--- config.mk ---
export PLATFORM = sky130hd
export DESIGN_NAME = par2ser_quant
export DESIGN_NICKNAME = d
export VERILOG_FILES = /design/src/rtl/par2ser_pkg.sv /design/src/rtl/pair_fifo.sv /design/src/rtl/par2ser_quant.sv
export SDC_FILE = /design/constraint.sdc
export NUM_CORES = 1
export LEC_CHECK = 0
export BUFFER_PORTS_ARGS = -buffer_cell sky130_fd_sc_hd__buf_4
export CAP_MARGIN = 20
export CORE_MARGIN = 2
export CORE_UTILIZATION = 57
export CTS_CLUSTER_SIZE = 8
export DETAILED_ROUTE_END_ITERATION = 10
export PLACE_DENSITY_LB_ADDON = 0.15
export SLEW_MARGIN = 0
export SYNTH_ARGS = -nofsm -noshare
export SYNTH_HDL_FRONTEND = slang
export SYNTH_SLANG_ARGS = --single-unit
--- constraint.sdc ---
create_clock -name clk -period 2.77 [get_ports clk]
set_clock_uncertainty 0.1 [all_clocks]
set_input_delay 0.554 -clock clk [delete_from_list [all_inputs] [get_ports clk]]
set_output_delay 0.554 -clock clk [all_outputs]
set_load 0.005 [all_outputs]
--- src/rtl/par2ser_pkg.sv ---
// Shared defaults and types for the pair-to-serial quantizer.
// The parameterised RTL moves quantized pairs as flat {hi, lo} vectors laid out like qpair_t.
package par2ser_pkg;

  localparam int DEF_IN_W  = 64;
  localparam int DEF_OUT_W = 16;
  localparam int DEF_SHIFT = 15;
  localparam int DEF_DEPTH = 4;
  localparam int SAT_CNT_W = 16;

  typedef enum logic {
    PH_LO,
    PH_HI
  } phase_e;

  typedef struct packed {
    logic signed [DEF_OUT_W-1:0] hi;
    logic signed [DEF_OUT_W-1:0] lo;
  } qpair_t;

endpackage

--- src/rtl/pair_fifo.sv ---
// Small synchronous FIFO of quantized sample pairs.
// Pointers carry one extra wrap bit so full and empty stay distinguishable.
module pair_fifo #(
  parameter int W     = 32,
  parameter int DEPTH = 4
) (
  input  logic         clk,
  input  logic         rst,
  input  logic         push_i,
  input  logic [W-1:0] wdata_i,
  input  logic         pop_i,
  output logic [W-1:0] rdata_o,
  output logic         full_o,
  output logic         empty_o
);

  localparam int AW = $clog2(DEPTH);

  logic [W-1:0] mem_q [DEPTH];
  logic [AW:0]  wrPtr_q;
  logic [AW:0]  rdPtr_q;
  logic         doPush;
  logic         doPop;

  assign empty_o = (wrPtr_q == rdPtr_q);
  assign full_o  = (wrPtr_q[AW] != rdPtr_q[AW]) &&
                   (wrPtr_q[AW-1:0] == rdPtr_q[AW-1:0]);
  assign doPush  = push_i && !full_o;
  assign doPop   = pop_i && !empty_o;
  assign rdata_o = mem_q[rdPtr_q[AW-1:0]];

  always_ff @(posedge clk or posedge rst) begin
    if (rst) begin
      wrPtr_q <= '0;
      rdPtr_q <= '0;
    end else begin
      if (doPush) wrPtr_q <= wrPtr_q + (AW+1)'(1);
      if (doPop)  rdPtr_q <= rdPtr_q + (AW+1)'(1);
    end
  end

  // Storage needs no reset: the pointers alone decide which entries are live.
  always_ff @(posedge clk) begin
    if (doPush) mem_q[wrPtr_q[AW-1:0]] <= wdata_i;
  end

endmodule

--- src/rtl/par2ser_quant.sv ---
// Quantizes incoming sample pairs, buffers them and serialises them as din1 then din2.
// The head pair leaves the FIFO only once its second sample reaches the output register.
module par2ser_quant
  import par2ser_pkg::*;
#(
  parameter int IN_W  = DEF_IN_W,
  parameter int OUT_W = DEF_OUT_W,
  parameter int SHIFT = DEF_SHIFT,
  parameter int DEPTH = DEF_DEPTH
) (
  input  logic                    clk,
  input  logic                    rst,
  input  logic                    in_valid,
  output logic                    in_ready,
  input  logic signed [IN_W-1:0]  din1,
  input  logic signed [IN_W-1:0]  din2,
  output logic                    out_valid,
  input  logic                    out_ready,
  output logic signed [OUT_W-1:0] dout,
  output logic [SAT_CNT_W-1:0]    sat_cnt
);

  localparam logic [IN_W:0] HALF = (IN_W+1)'(1) << (SHIFT-1);
  localparam logic signed [IN_W:0] SAT_MAX = {{(IN_W-OUT_W+2){1'b0}}, {(OUT_W-1){1'b1}}};
  localparam logic signed [IN_W:0] SAT_MIN = {{(IN_W-OUT_W+2){1'b1}}, {(OUT_W-1){1'b0}}};

  // Returns {saturated, value}; the extra sum bit keeps the rounding add from overflowing.
  function automatic logic [OUT_W:0] quantize(input logic signed [IN_W-1:0] x);
    logic signed [IN_W:0] sum;
    logic signed [IN_W:0] shr;
    logic [OUT_W:0]       res;
    sum = $signed({x[IN_W-1], x} + HALF);
    shr = sum >>> SHIFT;
    if (shr > SAT_MAX)      res = {1'b1, SAT_MAX[OUT_W-1:0]};
    else if (shr < SAT_MIN) res = {1'b1, SAT_MIN[OUT_W-1:0]};
    else                    res = {1'b0, shr[OUT_W-1:0]};
    return res;
  endfunction

  logic [OUT_W:0]             q1;
  logic [OUT_W:0]             q2;
  logic                       push;
  logic                       pop;
  logic                       load;
  logic                       fifoFull;
  logic                       fifoEmpty;
  logic [2*OUT_W-1:0]         headPair;
  logic [1:0]                 satInc;
  logic [SAT_CNT_W:0]         satSum;
  logic [SAT_CNT_W-1:0]       satCnt_q;
  logic [SAT_CNT_W-1:0]       satCnt_d;
  logic signed [OUT_W-1:0]    dout_q;
  logic                       outValid_q;
  phase_e                     phase_q;

  assign q1       = quantize(din1);
  assign q2       = quantize(din2);
  assign in_ready = !fifoFull;
  assign push     = in_valid && !fifoFull;

  always_comb begin
    load = (!outValid_q || out_ready) && !fifoEmpty;
    pop  = load && (phase_q == PH_HI);
  end

  pair_fifo #(
    .W     (2*OUT_W),
    .DEPTH (DEPTH)
  ) u_fifo (
    .clk     (clk),
    .rst     (rst),
    .push_i  (push),
    .wdata_i ({q2[OUT_W-1:0], q1[OUT_W-1:0]}),
    .pop_i   (pop),
    .rdata_o (headPair),
    .full_o  (fifoFull),
    .empty_o (fifoEmpty)
  );

  // Saturation counter clamps at all-ones instead of wrapping.
  always_comb begin
    satInc   = {1'b0, q1[OUT_W]} + {1'b0, q2[OUT_W]};
    satSum   = {1'b0, satCnt_q} + (SAT_CNT_W+1)'(satInc);
    satCnt_d = satCnt_q;
    if (push) satCnt_d = satSum[SAT_CNT_W] ? '1 : satSum[SAT_CNT_W-1:0];
  end

  always_ff @(posedge clk or posedge rst) begin
    if (rst) satCnt_q <= '0;
    else     satCnt_q <= satCnt_d;
  end

  always_ff @(posedge clk or posedge rst) begin
    if (rst) begin
      phase_q    <= PH_LO;
      dout_q     <= '0;
      outValid_q <= 1'b0;
    end else if (load) begin
      outValid_q <= 1'b1;
      if (phase_q == PH_LO) begin
        dout_q  <= headPair[OUT_W-1:0];
        phase_q <= PH_HI;
      end else begin
        dout_q  <= headPair[2*OUT_W-1:OUT_W];
        phase_q <= PH_LO;
      end
    end else if (out_ready) begin
      outValid_q <= 1'b0;
    end
  end

  assign dout      = dout_q;
  assign out_valid = outValid_q;
  assign sat_cnt   = satCnt_q;

endmodule

**Word-level counts from Yosys, hierarchy flattened**

Memory sizes are Yosys's and may differ from the RTL's.
Index checks and enable logic that the tools add are counted.

- Flip-flop bits (word level): 40
- RAM bits: 128
- Input bits: 132
- Output and inout bits: 34
- Logic and storage cells: 42
- Memories: 1

Memory list:

| name | depth | width | rd ports | clocked after Yosys merged registers in | write ports | line | source |
|---|---|---|---|---|---|---|---|
| u_fifo.mem_q | 4 | 32 | 1 | 0 | 1 | pair_fifo.sv:19 | `logic [W-1:0] mem_q [DEPTH];` |

- Add/subtract/negate cells: 6
- $lt $le $gt $ge: 4
- Eq/ne operators: 3
- Mux-type cells: 11
- Reduce and logical (&&, ||, !) cells: 11

Operators with widths:

| cell | count |
|---|---|
| $add A64 B16 Y65 const B | 2 |
| $gt A50 B16 Y1 const B | 2 |
| $lt A50 B16 Y1 const B | 2 |
| $mux W17 | 4 |
| $mux W16 | 2 |
| $add A16 B2 Y17 | 1 |
| $add A3 B1 Y3 const B | 2 |
| $logic_and A1 B1 Y1 | 6 |
| $mux W1 | 5 |
| $eq A3 B3 Y1 | 1 |
| $logic_not A1 Y1 | 3 |
| $add A1 B1 Y2 | 1 |
| $eq A2 B2 Y1 | 1 |
| $reduce_bool A2 Y1 | 1 |
| $logic_or A1 B1 Y1 | 1 |
| $ne A1 B1 Y1 | 1 |

**Logic depth before layout (Yosys ltp)**

Gate-level depths: netlist (run 1).

- Depth after elaboration: 7
- Gate-level depth with buffers: 20
- Gate-level depth less buffers: 17

**By module**

From an unflattened synthesis (run 1), not the netlist that was laid out.

- Cells, all modules: 872
- Area total of the unflattened synthesis: 9954.5 um^2

By module, submodules not included:

| module | instances | cells an instance | area an instance (um^2) | seq. area each (um^2) |
|---|---|---|---|---|
| pair_fifo | 1 | 217 | 5139.9 | 3993.8 |
| par2ser_quant | 1 | 655 | 4814.6 | 850.8 |

**Worst setup path before layout (run 1)**

Ideal clock, no wire load.

- Kind: input to register
- Start point: in din1[16]
- End point: reg satCnt_q[10], in the netlist sat_cnt[10]
- Library setup time: 0.068 ns
- Data arrival time: 4.261 ns
- Data required time: 2.602 ns
- Path slack: -1.658 ns
- Stages on the path: 18
- Buffers on the path: 2
- Cells stage by stage: buf_4 > nand4_2 > or4_4 > nor4_4 > mux2_1 > a41oi_1 > nor4_1 > a41o_2 > a21boi_1 > fa_1 > inv_1 > ha_1 > nand3_1 > nor2_1 > and2_0 > nand4_1 > clkbuf_1 > nand2_1

- Cells in the longest elaborated chain, start to end: 7
- Elaborated cells between the ends (all ways): 8
- Classes of those cells: add/sub: 3; order compare: 2; mux: 3

RTL lines:

| element | line | source |
|---|---|---|
| from (decl) | par2ser_quant.sv:15 | `input logic signed [IN_W-1:0] din1,` |
| $add A64 B16 Y65 * | par2ser_quant.sv:32 | `sum = $signed({x[IN_W-1], x} + HALF);` |
| $lt A50 B16 Y1 | par2ser_quant.sv:35 | `else if (shr < SAT_MIN) res = {1'b1, SAT_MIN[OUT_W-1:0]};` |
| $mux W17 | par2ser_quant.sv:35 |  |
| $mux W17 * | par2ser_quant.sv:34 | `if (shr > SAT_MAX) res = {1'b1, SAT_MAX[OUT_W-1:0]};` |
| $add A1 B1 Y2 * | par2ser_quant.sv:82 | `satInc = {1'b0, q1[OUT_W]} + {1'b0, q2[OUT_W]};` |
| $add A16 B2 Y17 * | par2ser_quant.sv:83 | `satSum = {1'b0, satCnt_q} + (SAT_CNT_W+1)'(satInc);` |
| $mux W16 * | par2ser_quant.sv:85 | `if (push) satCnt_d = satSum[SAT_CNT_W] ? '1 : satSum[SAT_CNT_W-1:0];` |
| to (signal assigned) | par2ser_quant.sv:90 | `else satCnt_q <= satCnt_d;` |
| to (decl) | par2ser_quant.sv:50 | `logic [SAT_CNT_W-1:0] satCnt_q;` |

Mark *: on every way between the ends. The rest lies on a longest branch, timed or not.
A chain may end at the register's enable or synchronous reset.

**Final worst setup path (run 1)**

- Start point: in din1[16]
- End point: reg satCnt_q[1], in the netlist sat_cnt[1]

The elaborated chain is that of the path after synthesis.

==> flow_metrics.tcl, run 1 <==
set metrics [dict create \
    yosysTopAreaCellShare_pct 38.6 \
    synth_compound_area_share_pct 8.82 \
    drcViolationCount 0 \
    grt_pass1_wl_um 54300 \
    drt-vias-per-instance 6.81 \
    cts.sinks 168 \
    crit_fanout 7 \
    synth-xor-area-share_pct 6.16 \
    die_h_um 136 \
    powerDensity_nw_per_um2 671 \
    period_minus_slack_ns 3.94 \
    drt-total-wl_um 38600 \
    ios 166 \
    synth_flop_cell "edfxtp_1" \
    grt_max_degree 41 \
    cp.arrival_ns 4.19 \
    postLayoutCoreUtil_pct 86.8 \
    critPathLaunchType "input port" \
    synth_edf_count 128 \
    min_path_type "input port to asynchronous set/reset pin" \
    outcome "finished, violations left" \
    layout-drive-gt1-share_pct 49.1 \
    drv_cap 0 \
    synth_area_per_cell_sq_um 11.1 \
    ys_ff_latch 168 \
    violations "setup timing" \
    grt_pass1_vias 9643 \
    synth_top_family_by_area "simple AND/OR/NAND/NOR gates" \
    cts_made_buffers 17 \
    min_period_over_period_pct 142 \
    fillCellCount 813 \
    num_rows 48 \
    syn_area_sq_um 9960 \
    setup_viol 136 \
    slew_headroom_pct 37.0 \
    ir_drop_uv 1260 \
    synthTopCellsByArea "edfxtp_1, dfrtp_1, mux4_2" \
    r2r_cells 8 \
    numPortBuffers 137 \
    grt_usage_pct 39.1 \
    leakage_uw 0.00596 \
    hold_violations 0 \
    syn2layout_area_growth_pct 49.8 \
    synth_warnings 0 \
    cts-root-buf "clkbuf_16" \
    place_congestion 1.00 \
    drt_iter0_drc 1419 \
    cts_tree "built" \
    hpwl_um 21600 \
    timing.final.ws_setup_ns -1.17 \
    avgRoutedWirePerCell_um 25.1 \
    p_total_uw 10000 \
    slew_viol_final 0 \
    cts_buffer_depth 2 \
    yosys-top-cells-count "edfxtp_1, nor2_1, nand2_1, a21oi_1, nand3_1" \
    antennaDiodeCount 0 \
    ant_nets 0 \
    antenna_found_initial 0 \
    synth_simple_gate_area_share_pct 21.9 \
    cp-end-kind "flop" \
    die_area_sq_um 18500 \
    yosysTopAreaCell "edfxtp_1" \
    synthAdderAreaFrac_pct 1.21 \
    grt-ovfl-total 0 \
    coreArea_sq_um 17200 \
    reg2reg_setup_slack_ns 0.20 \
    dr_total_vias 10500 \
    synthMuxAreaShare_pct 10.2 \
    regToRegEndpoint "sat_cnt[15]" \
    async_flop_share_pct 23.8 \
    timing.rr.start "u_fifo.wrPtr_q[1]" \
    start_util_pct 58.0 \
    htreeDepth 4 \
    die_x_um 136 \
    grt_setup_unrepaired "yes" \
    synth.most_common_cell "edfxtp_1" \
    max_freq_mhz 254 \
    synthCells 900 \
    syn_nets 1041 \
    cp.required_ns 3.02 \
    firstDrtPassIters 7 \
    synth_cell_type_count 84 \
    ys_seq_area_share_pct 48.6 \
    worst_pin_slew_ns 0.944 \
    clkTransAtPathRegs_ns 0.09 \
    worstSetupPathType "input port to flop" \
    fin_nets 1443 \
    clk_latency_ns 0.44 \
]
report_power, final:
| group | switching [uW] | leakage (uW) | total (uW) | internal, uW |
|---|---|---|---|---|
| combinational | 2010 | 0.00403 | 3650 | 1640 |
| clock | 1210 | 0.000291 | 2440 | 1220 |
| sequential | 480 | 0.00164 | 3920 | 3440 |
| total | 3700 | 0.00596 | 10000 | 6310 |
flip-flops by register name, indices dropped and copies added, names as in the netlist:
signal          cells
u_fifo.rdPtr_q      3
dout               16
sat_cnt            16
u_fifo.mem_q      128
phase_q             1
u_fifo.wrPtr_q      3
out_valid           1
layout by cell type (no fill, tap or decap), types with 10 or more instances in the layout:
cell and n:
buf_4 379, edfxtp_1 128, nand2_1 71, nor2_1 63
nand3_1 47, nand4_1 44, dfrtp_1 39, xnor2_1 34
xor2_1 33, mux4_2 32, buf_6 32, a21oi_1 28
a21oi_2 25, mux2i_1 22, inv_1 19, clkbuf_16 17
and3_1 16, nor4_1 16, nor2_4 14, nor3_1 10
cell families (layout without fill, tap and decap cells):
logic type	after synthesis	in the layout
simple gates	391	391
fa+ha+maj	9	9
buf+inv	64	479
xor+xnor	70	70
mux	61	61
compound gates	137	137
flops	168	168
through the flow:
step	instances	worst slack (ns)	instance area [sq um]	hold WS, ns	setup TNS, ns
floorplan	900	-1.36	10300	0.360	-47.65
global placement	1473	-1.32	13200	0.373	-100.27
detailed placement	1473	-1.42	13200	0.409	-114.15
CTS	1526	-0.984	14500	0.162	-27.06
global route	1540	-1.24	14900	0.199	-61.74
finish	1540	-1.17	14900	0.158	-53.48
layer usage:
| layer | global-route usage, % | share of wire [%] |
|---|---|---|
| met1 | 50.3 | 35 |
| met2 | 62.8 | 48 |
| met3 | 7.08 | 10 |
| met4 | 21.5 | 7.3 |
| met5 | 0 | 0 |
worst max-delay path, stage by stage:
cell,delay [ns]
buf_8,0.09
nand4_4,0.14
or4_4,0.59
nor4_4,0.34
mux2_4,0.34
a41oi_2,0.16
nor4_2,0.07
a41o_2,0.29
a21boi_4,0.16
fa_2,0.33
inv_2,0.09
ha_4,0.15
nand3_4,0.09
nor2_4,0.11
and2_4,0.18
nand4_1,0.20
buf_6,0.21
o21ai_1,0.09
repair_timing:
item | 4_1_cts | 5_1_grt
endpoints found under the setup margin | 136 | 136
hold buffers | 0 | 0
cloned | 4 | 0
buffers inserted | 18 | 17
hold endpoints to repair | 0 | 0
pin swaps | 25 | 29
gates resized for setup | 103 | 66
worst max-delay path by stage:
stage	startpoint	to	slack, ns	cells after the start
after floorplan	din1[35]	sat_cnt[15]	-1.36	16
after global placement	din2[14]	sat_cnt[0]	-1.32	20
after detailed placement	din2[14]	sat_cnt[0]	-1.42	20
after CTS	din1[36]	sat_cnt[0]	-0.98	18
after global routing	din1[15]	sat_cnt[13]	-1.24	18
final	din1[16]	sat_cnt[1]	-1.17	18
cell type report:
| class | count | area (sq um) | area share [%] |
|---|---|---|---|
| clock buffer | 17 | 425 | 2.85 |
| clock inverter | 15 | 183 | 1.22 |
| inverter | 20 | 75.1 | 0.503 |
| multi-input combinational | 668 | 5600 | 37.6 |
| sequential | 168 | 4850 | 32.5 |
| tap | 225 | 282 | 1.89 |
| timing repair buffer | 427 | 3500 | 23.5 |
(Power assumes the default switching activity.)
==> run 2: changes to the inputs <==
--- a/config.mk
+++ b/config.mk
@@ -5,10 +5,11 @@
 export SDC_FILE = /design/constraint.sdc
 export NUM_CORES = 1
 export LEC_CHECK = 0
+export ABC_AREA = 1
 export BUFFER_PORTS_ARGS = -buffer_cell sky130_fd_sc_hd__buf_4
 export CAP_MARGIN = 20
 export CORE_MARGIN = 2
-export CORE_UTILIZATION = 57
+export CORE_UTILIZATION = 25
 export CTS_CLUSTER_SIZE = 8
 export DETAILED_ROUTE_END_ITERATION = 10
 export PLACE_DENSITY_LB_ADDON = 0.15
==> run 2 against run 1 <==
Against the previous run:
- the run still ends with setup timing left
- sequential power down 5.9%
- core utilization fell by 50 points
- total power grew 0.83%
- register-to-register slack better by 0.28 ns
- clock-buffer cell count unchanged
- sequential share of layout area shrank 3.1 points
- clock power increased by 5%
- critical path depth up 10
==> flow_metrics.tcl, run 2 <==
set metrics [dict create \
    hpwl_um 31000 \
    synth_flop_cell "edfxtp_1" \
    clk_latency_ns 0.42 \
    synth.most_common_cell "nand2_1" \
    pre_cts_ws_ns -1.54 \
    min_period_over_period_pct 128 \
    powerDensity_nw_per_um2 612 \
    cp.required_ns 2.98 \
    synth_warnings 0 \
    async_flop_share_pct 23.8 \
    timing.rr.start "sat_cnt[0]" \
    cts-root-buf "clkbuf_16" \
    cts.sinks 168 \
    die_x_um 217 \
    timing.final.ws_setup_ns -0.781 \
    coreArea_sq_um 44500 \
    reg2reg_setup_slack_ns 0.48 \
    slew_viol_final 0 \
    yosysTopAreaCellShare_pct 33.9 \
    grt_usage_pct 17.0 \
    fin_nets 2159 \
    hold_violations 0 \
    grt_pass1_vias 11600 \
    p_int_uw 6420 \
    comb_power_share_pct 38.0 \
    path_buf_inv 4 \
    cp-end-kind "flop" \
    worstSetupPathType "input port to flop" \
    cpPeakStageDelay_ns 0.37 \
    synth_cell_type_count 40 \
    num_rows 77 \
    layout-drive-gt1-share_pct 31.0 \
    synth_simple_gate_area_share_pct 40.1 \
    layout_common_cells "nand2_1, buf_4, nor2_1" \
    synthTopCellsByArea "edfxtp_1, nand2_1, nor2_1" \
    worst_pin_slew_ns 0.730 \
    synthCells 1602 \
    htreeDepth 4 \
    synth-xor-area-share_pct 1.92 \
    grt_pass1_wl_um 62700 \
    switching_share_pct 36.4 \
    cts_made_buffers 17 \
    synthAdderAreaFrac_pct 1.06 \
    violations "setup timing" \
    synthMuxAreaShare_pct 0 \
    leakage_uw 0.00731 \
    crit_path_end "sat_cnt[14]" \
    drt_iter0_drc 649 \
    die_h_um 217 \
    cts_tree "built" \
    cts_buffer_depth 2 \
    pwr-share-seq_pct 36.5 \
    outcome "finished, violations left" \
    synth_top_family_by_area "simple AND/OR/NAND/NOR gates" \
    largest_register_ffs 128 \
    p_switching_uw 3670 \
    yosysTopAreaCell "edfxtp_1" \
    whs_ns 0.0308 \
    drv_cap 0 \
    antennaDiodeCount 0 \
    fillCellCount 4776 \
    syn_nets 1743 \
    firstDrtPassIters 5 \
    postLayoutCoreUtil_pct 37.1 \
    drt-total-wl_um 39800 \
    clkTransAtPathRegs_ns 0.07 \
    place_congestion 0.891 \
    ant_nets 0 \
    yosys-top-cells-count "nand2_1, nor2_1, inv_1, edfxtp_1, nand3_1" \
    r2r_cells 12 \
    drt-vias-per-instance 4.47 \
    syn2layout_area_growth_pct 45.7 \
    setup_viol 16 \
    avgRoutedWirePerCell_um 15.2 \
    die_area_sq_um 47000 \
    ys_seq_area_share_pct 42.8 \
    p_total_uw 10100 \
    synth_compound_area_share_pct 7.24 \
    antenna_found_initial 0 \
    dr_total_vias 11700 \
    critical-path-top-delay-family "simple AND/OR/NAND/NOR gates" \
    min_path_type "input port to asynchronous set/reset pin" \
    final_common_cell "nand2_1" \
    cp.depth 28 \
    crit_fanout 7 \
    clkPwrFrac_pct 25.4 \
    grt_setup_unrepaired "yes" \
    ys_ff_latch 168 \
    ir_drop_uv 439 \
    critPathLaunchType "input port" \
    regToRegEndpoint "sat_cnt[14]" \
    dpl-instance-area_sq_um 15200 \
    slew_headroom_pct 51.3 \
    start_util_pct 25.4 \
    grt-ovfl-total 0 \
    startpoint "din2[14]" \
    grt_max_degree 67 \
    synth_edf_count 128 \
    ios 166 \
    cp_slowest_cell "fa_2" \
    cp.arrival_ns 3.77 \
    numPortBuffers 137 \
    drcViolationCount 0 \
    period_minus_slack_ns 3.55 \
    cp_common_cell "nand2_2" \
    final_area_sq_um 16500 \
    max_freq_mhz 282 \
    syn_area_sq_um 11300 \
    synth_area_per_cell_sq_um 7.07 \
]
run 2: changes by cell type in the layout (fill, tap and decap cells not counted), sizes merged, moves of 24 or more:
cell,change
nand2,+503
nor2,+228
inv,+150
o21ai,+49
nand3,+47
a21oi,-39
mux4,-32
nor4,-28
xnor2,-27
mux2i,-24
run 2: power by group through the flow:
stage	Combinational (uW)	Clock, uW	Sequential (uW)
final	3840	2570	3690
after global routing	4290	2720	3750
after CTS	3900	2630	3690
after floorplan	2010	0	3700
after global placement	3760	0	3730
after detailed placement	3810	0	3740
run 2: routing by layer:
layer / vias to the layer above / routed length (um) / GRT usage, %
li1: 6045 / - / -
met1: 5420 / 18700 / 22.9
met2: 224 / 18900 / 28.9
met3: 39 / 1580 / 2.24
met4: 0 / 641 / 4.36
met5: - / 0 / 0
run 2: final cells by class:
type | instances | area [sq um] | share of cell area (%)
clock inverters | 15 | 215 | 1.30
well taps | 592 | 741 | 4.49
multi-input cells | 1237 | 6260 | 38.0
clock buffers | 17 | 425 | 2.58
flip-flops and latches | 168 | 4850 | 29.4
inverters | 169 | 642 | 3.89
repair buffers | 425 | 3370 | 20.4
run 2: timing repair:
item	in CTS	in global routing
resized for setup	96	60
hold buffers	0	0
cloned	1	1
pin swaps	49	25
buffers inserted	36	4
endpoints found under the setup margin	68	136
run 2: worst reg2reg max path: stages, from the launching register on:
cell and delay, ns:
dfrtp_1 0.39, inv_1 0.10, fa_2 0.43, inv_2 0.09, ha_4 0.15, nand3_4 0.09, nor4_4 0.14, inv_1 0.07
nor2_2 0.12, nand2_2 0.11, nor3_2 0.18, xor2_1 0.15, nand2_1 0.06
run 2: metrics by stage:
stage                     instances  setup TNS [ns]
after floorplan                1602          -16.43
final                          2623          -11.87
after CTS                      2625          -12.33
after global routing           2623          -27.32
after detailed placement       2565          -69.56
after global placement         2565          -69.94
run 2: kinds of logic (layout without fill, tap and decap cells):
kind of cell	count (synthesis)	in the layout
adders and majority gates	9	9
and+or+nand+nor	1058	1059
DFF	168	168
AOI/OAI and AO/OA	145	145
xor gates and xnor gates	24	24
buffers and inverters	198	626
run 2: worst min-delay path by stage:
stage | to | cells after the start | start | slack (ns)
final | u_fifo.rdPtr_q[0] | 2 | rst | 0.03
after global routing | dout[14] | 2 | rst | 0.06
after CTS | dout[14] | 2 | rst | 0.02
after detailed placement | dout[9] | 2 | dout[9] | 0.37
after global placement | dout[9] | 2 | dout[9] | 0.37
after floorplan | u_fifo.wrPtr_q[2] | 1 | u_fifo.wrPtr_q[2] | 0.36
==> run 3: changes to the inputs <==
--- a/config.mk
+++ b/config.mk
@@ -12,7 +12,7 @@
 export CORE_UTILIZATION = 25
 export CTS_CLUSTER_SIZE = 8
 export DETAILED_ROUTE_END_ITERATION = 10
-export PLACE_DENSITY_LB_ADDON = 0.15
+export SKIP_CTS_REPAIR_TIMING = 1
 export SLEW_MARGIN = 0
 export SYNTH_ARGS = -nofsm -noshare
 export SYNTH_HDL_FRONTEND = slang
==> constraint.sdc (replaced) <==
create_clock -name clk -period 3.2 [get_ports clk]
set_clock_uncertainty 0.1 [all_clocks]
set_input_delay 0.64 -clock clk [delete_from_list [all_inputs] [get_ports clk]]
set_output_delay 0.64 -clock clk [all_outputs]
set_load 0.005 [all_outputs]
==> run 3 against run 2 <==
Against the previous run:
- the flow still finishes with violations (setup timing)
- final area down 3.5%
- global-route usage shrank 1.2 points
- register-to-register slack improved by 0.38 ns
- combinational power is 18% lower
- worst hold slack gained 0.13 ns
- sequential share of layout area increased by 1.1 points
- first-iteration DRC count is 12% higher
- setup slack improved by 0.35 ns
- critical path type unchanged
- critical endpoint is now sat_cnt[0]
==> flow_metrics.tcl, run 3 (same netlist as run 2, synthesis figures left out) <==
set metrics [dict create \
    cpPeakStageDelay_ns 0.35 \
    cp_slowest_cell "fa_2" \
    r2r_cells 5 \
    regToRegEndpoint "u_fifo.mem_q[3][4]" \
    reg2reg_setup_slack_ns 0.86 \
    num_rows 77 \
    largest_register_ffs 128 \
    cp.required_ns 3.43 \
    cts-root-buf "clkbuf_16" \
    cts.sinks 168 \
    leakage_uw 0.00701 \
    die_area_sq_um 47000 \
    drt_iter0_drc 724 \
    place_congestion 0.925 \
    critPathLaunchType "input port" \
    drt-vias-per-instance 4.54 \
    p_total_uw 8460 \
    drcViolationCount 0 \
    ir_drop_uv 455 \
    htreeDepth 4 \
    tns_ns -6.00 \
    postLayoutCoreUtil_pct 35.8 \
    pre_cts_ws_ns -1.18 \
    cp-end-kind "flop" \
    syn2layout_area_growth_pct 40.6 \
    coreArea_sq_um 44500 \
    worstSetupPathType "input port to flop" \
    cp_common_cell "nand2_1" \
    hold_violations 0 \
    min_path_type "input port to asynchronous set/reset pin" \
    timing.final.ws_setup_ns -0.436 \
    critical-path-top-delay-family "simple AND/OR/NAND/NOR gates" \
    avgRoutedWirePerCell_um 14.7 \
    grt_max_degree 67 \
    firstDrtPassIters 5 \
    die_h_um 217 \
    final_common_cell "nand2_1" \
    clkTransAtPathRegs_ns 0.06 \
    numPortBuffers 137 \
    grt_pass1_wl_um 59200 \
    cts_tree "built" \
    hpwl_um 29800 \
    clk_latency_ns 0.42 \
    slew_viol_final 0 \
    max_freq_mhz 275 \
    cts_made_buffers 17 \
    cp.arrival_ns 3.87 \
    die_x_um 217 \
    layout-drive-gt1-share_pct 27.3 \
    min_period_over_period_pct 114 \
    crit_fanout 8 \
    cp.depth 26 \
    period_minus_slack_ns 3.64 \
    startpoint "din1[21]" \
    slew_headroom_pct 55.2 \
    dr_total_vias 11700 \
    violations "setup timing" \
    grt_setup_unrepaired "yes" \
    path_buf_inv 5 \
    layout_common_cells "nand2_1, buf_4, nor2_1" \
    ios 166 \
    powerDensity_nw_per_um2 532 \
    timing.rr.start "u_fifo.rdPtr_q[2]" \
    start_util_pct 25.4 \
    grt_usage_pct 15.9 \
    antennaDiodeCount 0 \
    drt-total-wl_um 37800 \
    setup_viol 16 \
    outcome "finished, violations left" \
    grt-ovfl-total 0 \
    drv_cap 0 \
    fin_nets 2116 \
    antenna_found_initial 0 \
    crit_path_end "sat_cnt[0]" \
    ant_nets 0 \
    grt_pass1_vias 11300 \
    worst_pin_slew_ns 0.672 \
    cts_buffer_depth 2 \
]
==> run 3: layer usage <==
metal  global-route usage [%]  vias to the layer above  share of wire [%]
li1                         -                     5944                  -
met1                     21.3                     5461                 46
met2                     27.3                      262                 48
met3                     1.68                       41                3.9
met4                     3.93                        0                1.6
met5                        0                        -                  0
==> run 3: power breakdown <==
group / switching, uW / total, uW / internal, uW
clock network: 787 / 2090 / 1310
registers: 241 / 3210 / 2970
logic: 1980 / 3160 / 1180
total: 3010 / 8460 / 5460
==> run 3: worst min path at each step <==
stage                      startpoint  slack, ns  depth (start not counted)                end
detailed placement            dout[9]       0.37                          2            dout[9]
global route                      rst       0.19                          2            dout[0]
floorplan           u_fifo.wrPtr_q[2]       0.36                          1  u_fifo.wrPtr_q[2]
CTS                               rst       0.16                          2            dout[0]
finish                            rst       0.16                          2            dout[0]
global placement              dout[0]       0.37                          2            dout[0]
==> run 3: worst register-to-register path, cell delays in order, from the launching register on <==
cell      delay, ns
dfrtp_1        0.41
xnor2_1        0.19
nand3b_1       0.19
nand2_1        0.39
nor2_4         0.48
buf_12         0.26
==> run 3: final cells by class <==
cell class | instances | area (sq um)
Inverter | 169 | 637
Timing Repair Buffer | 382 | 2960
Multi-Input combinational cell | 1237 | 6130
Fill cell | 4761 | 28600
Tap cell | 592 | 741
Sequential cell | 168 | 4850
Clock buffer | 24 | 492
Clock inverter | 8 | 119
==> run 3: stage by stage <==
stage	hold WS [ns]	cells	area (sq um)
floorplan	0.362	1602	11400
global placement	0.369	2540	14900
detailed placement	0.373	2540	14900
CTS	0.161	2572	15500
global route	0.194	2580	15900
finish	0.158	2580	15900
